**src/rtl/seg_scan_reader_if.sv**
```systemverilog
// -----------------------------------------------------------------------------
// seg_scan_reader_if
// Bundles the multiplexed seven-segment bus being observed together with the
// reconstructed digit outputs of seg_scan_reader.
//   master : drives an_n / segs_n (display side), reads decoded results
//   slave  : seg_scan_reader itself
// Signals:
//   an_n        [NDIGITS-1:0]   anode strobes, active-low
//   segs_n      [6:0]           segments gfedcba, active-low
//   digits      [4*NDIGITS-1:0] decoded values, digit i at [4i+3:4i]
//   digit_valid [NDIGITS-1:0]   last commit of digit i was a legal pattern
//   frame_done                  one-cycle pulse, every digit committed
//   err                         one-cycle pulse, illegal pattern committed
//   err_idx     [IDXW-1:0]      digit index of the last err
// -----------------------------------------------------------------------------
`timescale 1ns/1ps
interface seg_scan_reader_if #(
   parameter int NDIGITS = 8
);
   localparam int IDXW = (NDIGITS > 1) ? $clog2(NDIGITS) : 1;

   logic [NDIGITS-1:0]   an_n;
   logic [6:0]           segs_n;
   logic [4*NDIGITS-1:0] digits;
   logic [NDIGITS-1:0]   digit_valid;
   logic                 frame_done;
   logic                 err;
   logic [IDXW-1:0]      err_idx;

   modport master (
      output an_n, segs_n,
      input  digits, digit_valid, frame_done, err, err_idx
   );

   modport slave (
      input  an_n, segs_n,
      output digits, digit_valid, frame_done, err, err_idx
   );
endinterface

```
**src/rtl/seg_scan_reader.sv**
```systemverilog
// -----------------------------------------------------------------------------
// seg_scan_reader
// Watches a multiplexed active-low seven-segment bus and reconstructs the
// digit values being displayed. A digit is committed only after STABLE_CNT
// consecutive identical lit samples; illegal patterns raise err.
// Ports:
//   clk    system clock, rising edge
//   rst    asynchronous active-high reset
//   io_bus seg_scan_reader_if.slave (an_n/segs_n in; digits, digit_valid,
//          frame_done, err, err_idx out)
// Parameters:
//   NDIGITS    number of anodes scanned (>=1)
//   STABLE_CNT identical samples required before a commit (>=1)
// Build option:
//   SEG_READER_DASH_EN  when defined, the dash pattern 0111111 decodes as a
//                       legal value 4'hF instead of an illegal pattern.
// -----------------------------------------------------------------------------
`timescale 1ns/1ps
module seg_scan_reader #(
   parameter int NDIGITS    = 8,
   parameter int STABLE_CNT = 3
) (
   input  logic                  clk,
   input  logic                  rst,
   seg_scan_reader_if.slave      io_bus
);
   localparam int IDXW = (NDIGITS > 1) ? $clog2(NDIGITS) : 1;
   localparam int RUNW = $clog2(STABLE_CNT + 1);
   localparam logic [RUNW-1:0]    RUN_MAX   = RUNW'(STABLE_CNT);
   localparam logic [RUNW-1:0]    RUN_ONE   = RUNW'(1);
   localparam logic [NDIGITS-1:0] MASK_FULL = '1;

   typedef enum logic [1:0] {S_IDLE, S_TRACK, S_HELD} state_t;

   // Inverse segment table: returns {legal, value}.
   function automatic logic [4:0] seg_decode(input logic [6:0] s);
      case (s)
         7'b1000000: return {1'b1, 4'd0};
         7'b1111001: return {1'b1, 4'd1};
         7'b0100100: return {1'b1, 4'd2};
         7'b0110000: return {1'b1, 4'd3};
         7'b0011001: return {1'b1, 4'd4};
         7'b0010010: return {1'b1, 4'd5};
         7'b0000010: return {1'b1, 4'd6};
         7'b1111000: return {1'b1, 4'd7};
         7'b0000000: return {1'b1, 4'd8};
         7'b0010000: return {1'b1, 4'd9};
`ifdef SEG_READER_DASH_EN
         7'b0111111: return {1'b1, 4'hF};
`endif
         default:    return {1'b0, 4'd0};
      endcase
   endfunction

   // _p0 is the current registered sample, _p1 the one before it.
   logic [NDIGITS-1:0]   r_an_p0, r_an_p1;
   logic [6:0]           r_segs_p0, r_segs_p1;
   state_t               r_state;
   logic [RUNW-1:0]      r_run;
   logic [NDIGITS-1:0]   r_mask;
   logic [4*NDIGITS-1:0] r_digits;
   logic [NDIGITS-1:0]   r_valid;
   logic                 r_frame;
   logic                 r_err;
   logic [IDXW-1:0]      r_err_idx;

   logic                 w_lit;
   logic                 w_same;
   logic [IDXW-1:0]      w_idx;
   logic [4:0]           w_dec;
   state_t               w_state_nxt;
   logic [RUNW-1:0]      w_run_nxt;
   logic                 w_commit;
   logic [NDIGITS-1:0]   w_commit_bit;
   logic [NDIGITS-1:0]   w_mask_nxt;

   // Sample classification: lit only when exactly one anode is low.
   always_comb begin
      w_lit  = $onehot(~r_an_p0);
      w_same = (r_an_p0 == r_an_p1) && (r_segs_p0 == r_segs_p1);
      w_dec  = seg_decode(r_segs_p0);
      w_idx  = '0;
      for (int i = 0; i < NDIGITS; i++) begin
         if (!r_an_p0[i]) w_idx = IDXW'(i);
      end
   end

   // Run tracking and commit decision.
   always_comb begin
      w_state_nxt = r_state;
      w_run_nxt   = r_run;
      w_commit    = 1'b0;
      if (!w_lit) begin
         w_state_nxt = S_IDLE;
         w_run_nxt   = '0;
      end else if (!(r_state == S_HELD && w_same)) begin
         // A held digit that stays put is never recommitted; anything else
         // either extends the current run or starts a fresh one.
         if (r_state == S_TRACK && w_same)
            w_run_nxt = (r_run == RUN_MAX) ? r_run : r_run + RUN_ONE;
         else
            w_run_nxt = RUN_ONE;
         if (w_run_nxt == RUN_MAX) begin
            w_commit    = 1'b1;
            w_state_nxt = S_HELD;
         end else begin
            w_state_nxt = S_TRACK;
         end
      end
   end

   always_comb begin
      w_commit_bit        = '0;
      w_commit_bit[w_idx] = w_commit;
      w_mask_nxt          = r_mask | w_commit_bit;
   end

   always_ff @(posedge clk or posedge rst) begin
      if (rst) begin
         r_an_p0   <= '1;
         r_an_p1   <= '1;
         r_segs_p0 <= '1;
         r_segs_p1 <= '1;
         r_state   <= S_IDLE;
         r_run     <= '0;
         r_mask    <= '0;
         r_digits  <= '0;
         r_valid   <= '0;
         r_frame   <= 1'b0;
         r_err     <= 1'b0;
         r_err_idx <= '0;
      end else begin
         // input sample -> previous sample
         r_an_p0   <= io_bus.an_n;
         r_segs_p0 <= io_bus.segs_n;
         r_an_p1   <= r_an_p0;
         r_segs_p1 <= r_segs_p0;
         // FSM and commit outputs
         r_state   <= w_state_nxt;
         r_run     <= w_run_nxt;
         r_err     <= 1'b0;
         r_frame   <= 1'b0;
         if (w_commit) begin
            if (w_dec[4]) begin
               r_digits[4*w_idx +: 4] <= w_dec[3:0];
               r_valid[w_idx]         <= 1'b1;
            end else begin
               // Illegal pattern keeps the old value but marks it stale.
               r_valid[w_idx] <= 1'b0;
               r_err          <= 1'b1;
               r_err_idx      <= w_idx;
            end
         end
         if (w_mask_nxt == MASK_FULL) begin
            r_frame <= 1'b1;
            r_mask  <= '0;
         end else begin
            r_mask  <= w_mask_nxt;
         end
      end
   end

   assign io_bus.digits      = r_digits;
   assign io_bus.digit_valid = r_valid;
   assign io_bus.frame_done  = r_frame;
   assign io_bus.err         = r_err;
   assign io_bus.err_idx     = r_err_idx;
endmodule

```
**src/flat_wrapper.sv**
```systemverilog
// flat-port wrapper written by rule: the top's interface ports become plain ports
module seg_scan_reader_flat 
#(
   parameter int NDIGITS    = 8,
   parameter int STABLE_CNT = 3
)
  (clk, rst, io_bus_an_n, io_bus_segs_n, io_bus_digits, io_bus_digit_valid, io_bus_frame_done, io_bus_err, io_bus_err_idx);
  seg_scan_reader_if #(.NDIGITS(NDIGITS)) io_bus_i ();
  input  logic clk;
  input  logic rst;
  input wire logic [$bits(io_bus_i.an_n)-1:0] io_bus_an_n;
  input wire logic [$bits(io_bus_i.segs_n)-1:0] io_bus_segs_n;
  output wire logic [$bits(io_bus_i.digits)-1:0] io_bus_digits;
  output wire logic [$bits(io_bus_i.digit_valid)-1:0] io_bus_digit_valid;
  output wire logic [$bits(io_bus_i.frame_done)-1:0] io_bus_frame_done;
  output wire logic [$bits(io_bus_i.err)-1:0] io_bus_err;
  output wire logic [$bits(io_bus_i.err_idx)-1:0] io_bus_err_idx;
  assign io_bus_i.an_n = io_bus_an_n;
  assign io_bus_i.segs_n = io_bus_segs_n;
  assign io_bus_digits = io_bus_i.digits;
  assign io_bus_digit_valid = io_bus_i.digit_valid;
  assign io_bus_frame_done = io_bus_i.frame_done;
  assign io_bus_err = io_bus_i.err;
  assign io_bus_err_idx = io_bus_i.err_idx;
  seg_scan_reader #(.NDIGITS(NDIGITS), .STABLE_CNT(STABLE_CNT)) u_core (.clk(clk), .rst(rst), .io_bus(io_bus_i));
endmodule
```
**config.mk**
```make
export PLATFORM = sky130hd
export DESIGN_NAME = seg_scan_reader_flat
export DESIGN_NICKNAME = d
export VERILOG_FILES = /design/src/rtl/seg_scan_reader_if.sv /design/src/rtl/seg_scan_reader.sv /design/src/flat_wrapper.sv
export SDC_FILE = /design/constraint.sdc
export NUM_CORES = 1
export LEC_CHECK = 0
export BUFFER_PORTS_ARGS = -buffer_cell sky130_fd_sc_hd__buf_4
export CAP_MARGIN = 0
export CORE_ASPECT_RATIO = 1.5
export CORE_MARGIN = 2
export CORE_UTILIZATION = 40
export DETAILED_ROUTE_END_ITERATION = 10
export GPL_TIMING_DRIVEN = 0
export PLACE_DENSITY = 0.62
export SYNTH_ARGS = -nofsm -noshare
export SYNTH_HDL_FRONTEND = slang
export SYNTH_SLANG_ARGS = --single-unit
```
**constraint.sdc**
```tcl
create_clock -name clk -period 4.8 [get_ports clk]
set_input_delay 0.24 -clock clk [delete_from_list [all_inputs] [get_ports clk]]
set_output_delay 0.24 -clock clk [all_outputs]
set_load 0.01 [all_outputs]
```
; Word-level counts from Yosys, hierarchy flattened
; Index checks and enable logic that the tools add are counted.
[totals]
wordCells = 85
ram_bits = 0
n_memories = 0
rom_bits = 0
regBits = 87
output_inout_bits = 45
latchBits = 0
in_bits = 17
[op_classes]
n_lt_le_gt_ge = 2
n_shift = 2
muxes = 28
eq_ne = 18
n_reduce_logical = 7
div_mod_pow = 0
add_sub_neg = 9
bitwise_logic = 7
multipliers = 0
[ops]
columns = op, n
row1 = $pmux W5 S10, 1
row2 = $neg A5 Y34, 1
row3 = $shift A4 B34 Y32 const A, 1
row4 = $shiftx A4 B34 Y32, 1
row5 = $bwmux W32, 1
row6 = $mux W2, 11
row7 = $eq A7 B5 Y1 const B, 3
row8 = $eq A7 B7 Y1 const B, 3
row9 = $and A8 B8 Y8, 2
row10 = $mux W8, 2
row11 = $not A8 Y8, 2
row12 = $or A8 B8 Y8, 2
row13 = $eq A7 B6 Y1 const B, 2
row14 = $add A4 B4 Y4, 3
row15 = $mux W3, 4
row16 = $add A1 B1 Y2, 4
row17 = $eq A8 B8 Y1, 1
row18 = $eq A8 B8 Y1 const B, 1
row19 = $mux W1, 8
row20 = $eq A7 B2 Y1 const B, 1
row21 = $eq A7 B7 Y1, 1
row22 = $logic_not A7 Y1, 1
row23 = $eq A2 B2 Y1 const B, 3
row24 = $eq A4 B1 Y1 const B, 1
row25 = 9 further kinds, 13

; Depth between registers and ports, before layout
[logic_depth]
ltp_word = 15
mapped_depth = 16
mapped_depth_nobuf = 14

; Worst setup path before layout
; Ideal clock, no wire load.
[synth_path]
kind = register to register
from = reg u_core.r_an_p0[6]
to = reg u_core.r_digits[8] (netlist: u_core.io_bus.digits[8])
slack_ns = 0.255
synth_period_minus_slack_ns = 4.545
path_stages_with_launch = 15
arrival_time_ns = 4.420
required_ns = 4.675
path_buffers = 1
path_cell_list = dfstp_2 inv_1 ha_1 fa_1 inv_1 fa_1 inv_1 ha_1 fa_1 nor4b_2 and3_1 clkbuf_1 nand2_1 or4b_4 mux2_4
[synth_between]
elab_chain_cells = 11
[synth_lines]
columns = item, line
row1 = start: declaration, seg_scan_reader.sv:56  ; logic [NDIGITS-1:0] r_an_p0, r_an_p1;
row2 = start signal: assignment, seg_scan_reader.sv:134  ; r_an_p0 <= io_bus.an_n;
row3 = branches (longest 11 deep; another with $add A4 B4 Y4), --
row4 = end signal: indexed assignment, seg_scan_reader.sv:145  ; r_digits[4*w_idx +: 4] <= w_dec[3:0];
row5 = end: declaration, seg_scan_reader.sv:61  ; logic [4*NDIGITS-1:0] r_digits;
; Several ways; the timed one is not identified. The select of a mux whose other input is x is not followed.
; A chain may end at the register's enable or synchronous reset.

; Worst setup path in the final report
[layout_path]
from = reg u_core.r_an_p0[7]
to = reg u_core.r_digits[6] (netlist: u_core.io_bus.digits[6])
; The elaborated chain is that of the path after synthesis.

==> metrics.txt <==
Non-Filler Instances=545; leading register cell type out of synthesis=dfrtp_1; sequential area share after synthesis=0.531; final hold vios=0; net count reported at finish=~460; worst r2r path cells=13; simple-gate share of the synthesized area=0.152; min-delay worst type=primary input to register; Synth-to-Final Area Change=25.8%; XOR/XNOR share of the synthesized area=0.0336; GPL Wtd Cong=0.798; Initial Utilization=0.411; CP Data Arrival Time=4890 ps; worst skew pair latency=~330 ps; area post-placement=a little under 5000 sq um; Post-Route Skew=between 6 and 7 ps; multiplexer area fraction after synthesis=0.122; slowest cell delay on critical path=~630 ps; clk slew on worst S/H paths=60 ps; number of core rows=45; Synth Register Bits=87; Setup violations, final=0; global-route wire length before repair=15,000 microns; CTS tree=yes; Mean Syn Cell Area=12.2 sq um; CP top delay family=adder cells; Fill cells=between 800 and 900; CP required=5010 ps; PortBufs=61; synth warn=0; critical path capture point type=register; pin count of the biggest net entering global routing=62; Post-DP HPWL=roughly 6500 microns; n_diodes=0; pre-CTS WS=-328 ps; Hold Path End=u_core.r_segs_p0[1]; setup_tns=0 ps; DRT Wirelength=about 9200 microns; Post-synth EDFFs=0; Overall Global Routing Usage=0.172; layout cells sized above 1=0.411; r2r startpoint=u_core.r_an_p0[7]; drt wl/cell=16.9 microns; Post-Syn Nets=374; run status=completed; Final Core Density=0.518; Detailed Routing Iterations Pass 1=4; Final WS setup=between 100 and 150 ps; Clock Tree Root=clkbuf_16; die area=11,300 sq um; post-route cell area=5250 sq um; Detail Route Antenna Nets=0; period utilization=0.974; Slew @ Worst Pin=slightly above 800 ps; post-synth top area share=0.342; Die H=~130 microns; crit-path max FO=7; Vias/cell=around 5.4; Setup crit start kind=register; Pins Over Slew Limit=0; synth unique cells=51; area leader, netlist=dfrtp_1; Crit Path Category=register to register; Pleak=approximately 2.5 nW; WHS Path Cells=1; worst hold slack=10.3 ps; max-cap violation count=0; crit-path cells=inv_1, ha_1, fa_1, inv_1, fa_1, inv_1, ha_1, fa_1, nor4b_4, and3_4, nand2_4, or4b_4, mux2_1; largest family of logic cells by synthesized area=simple AND/OR/NAND/NOR gates; peak supply drop=roughly 0.24 mV; hold path start=io_bus_segs_n[1]; pwr dens=310 nW/um^2; Vias=2,918; Post-synth ARST share=1.00; largest cells by area after synthesis=dfrtp_1 (34%), dfstp_2 (19%), mux2_2 (8.9%); vias in the first global route=2,993; # IOs=62; grt total ovfl=0; Relative slew margins=0.455; Highest Clock Rate=214 MHz; WP buf/inv=3; Post-Syn Area=4170 sq um; Reg2Reg Capture Point=u_core.io_bus.digits[6]; DP Cell Count=520; initial drt markers=108; gate count after technology mapping=341; die width=87.4 microns; cts bufs inserted=9; initial antenna violation count=0; Synth Area in Adders=0.0552; detailed-route DRC error count=0; r2r setup slk=120 ps; Clock Sinks=a little under 90; unrepaired setup endpoints after global routing=true; highest-delay cell along the critical path=or4b_4; Synth Area in Compound Gates=0.0669; htree depth=3; core area=~10,000 sq um; CTS Buffer Depth=2; total power=1.63 mW; most frequent cell after synthesis=dfrtp_1; Post-synth top cells=dfrtp_1 (57), mux2_2 (33), dfstp_2 (30); Tmin final=4680 ps
[report_power, final]
part           internal (mW)  total (mW)  switching (mW)  leakage, nW
Clock                  0.414       0.683           0.269        0.147
Combinational         0.0750       0.168          0.0929         1.22
Sequential             0.763       0.778          0.0147         1.11
Total                   1.25        1.63           0.377         2.48
[placed cells by master, fill, tap and decap left out, types with 3 or more instances in the layout]
cell,instances
nand4_1,8
nand2_1,15
mux2_1,4
nand3_1,7
nor4_1,7
a31oi_1,3
a21oi_1,8
mux2_2,33
nand3b_1,5
dfstp_2,30
mux2_4,4
xnor2_1,16
buf_2,3
nor3b_1,3
ha_1,12
nor4b_4,3
nand2b_1,4
nor3_1,10
buf_4,71
fa_1,4
a2bb2oi_1,4
and2_1,7
mux2i_1,3
clkbuf_16,11
dfrtp_1,57
and3_1,4
inv_1,24
o21ai_0,6
nor2_1,10
clkbuf_1,11
[state kept, by name, summed over array words and instances, names as in the netlist, named ones only]
| name | flops |
|---|---|
| u_core.io_bus.digits | 32 |
| u_core.io_bus.err | 1 |
| u_core.io_bus.err_idx | 3 |
| u_core.io_bus.frame_done | 1 |
| u_core.r_an_p0 | 8 |
| u_core.r_an_p1 | 8 |
| u_core.r_mask | 8 |
| u_core.r_run | 2 |
| u_core.r_segs_p0 | 7 |
| u_core.r_segs_p1 | 7 |
| u_core.r_state | 2 |
[how the worst max path moves through the flow]
stage                            from                        to  slack (ps)  cells past startpoint
global route        u_core.r_an_p0[7]          u_core.r_mask[0]         -10                     16
floorplan           u_core.r_an_p0[6]   u_core.io_bus.digits[8]         260                     14
detailed placement  u_core.r_an_p0[7]   u_core.io_bus.digits[2]        -330                     16
global placement    u_core.r_an_p0[7]   u_core.io_bus.digits[2]        -310                     16
CTS                 u_core.r_an_p0[7]  u_core.io_bus.digits[26]           2                     13
finish              u_core.r_an_p0[7]   u_core.io_bus.digits[6]         120                     13
[cell type report]
class                      instances  area (sq um)  area share
clock buffer                      14           287      0.0546
sequential                        87          2210       0.422
multi-input combinational        214          1850       0.353
buffer                            13          63.8      0.0122
inverter                          25          96.3      0.0184
timing repair buffer              73           573       0.109
clock inverter                     2          11.3     0.00215
tap                              117           146      0.0279
[routing by layer]
layer	global-route usage	wire length, microns	share of wire
met5	0	0	0
met4	0.0525	99	0.011
met3	0.0414	338	0.037
met1	0.206	3770	0.41
met2	0.305	4970	0.54
[cell families after synthesis]
logic type                 count (synthesis)
and+or+nand+nor                          101
adders and majority gates                 16
muxes                                     44
xor gates and xnor gates                  16
DFF                                       87
buffers and inverters                     40
AOI/OAI and AO/OA                         37
[what timing repair did]
action                                  CTS  global route
endpoints found under the setup margin   39            31
pin swaps                                 0             3
gates resized for setup                   3            11
hold endpoints to repair                 10             1
buffers inserted                          0             9
cloned                                    0             0
hold buffers                              1             1
Power figures use the tool's default switching activity.
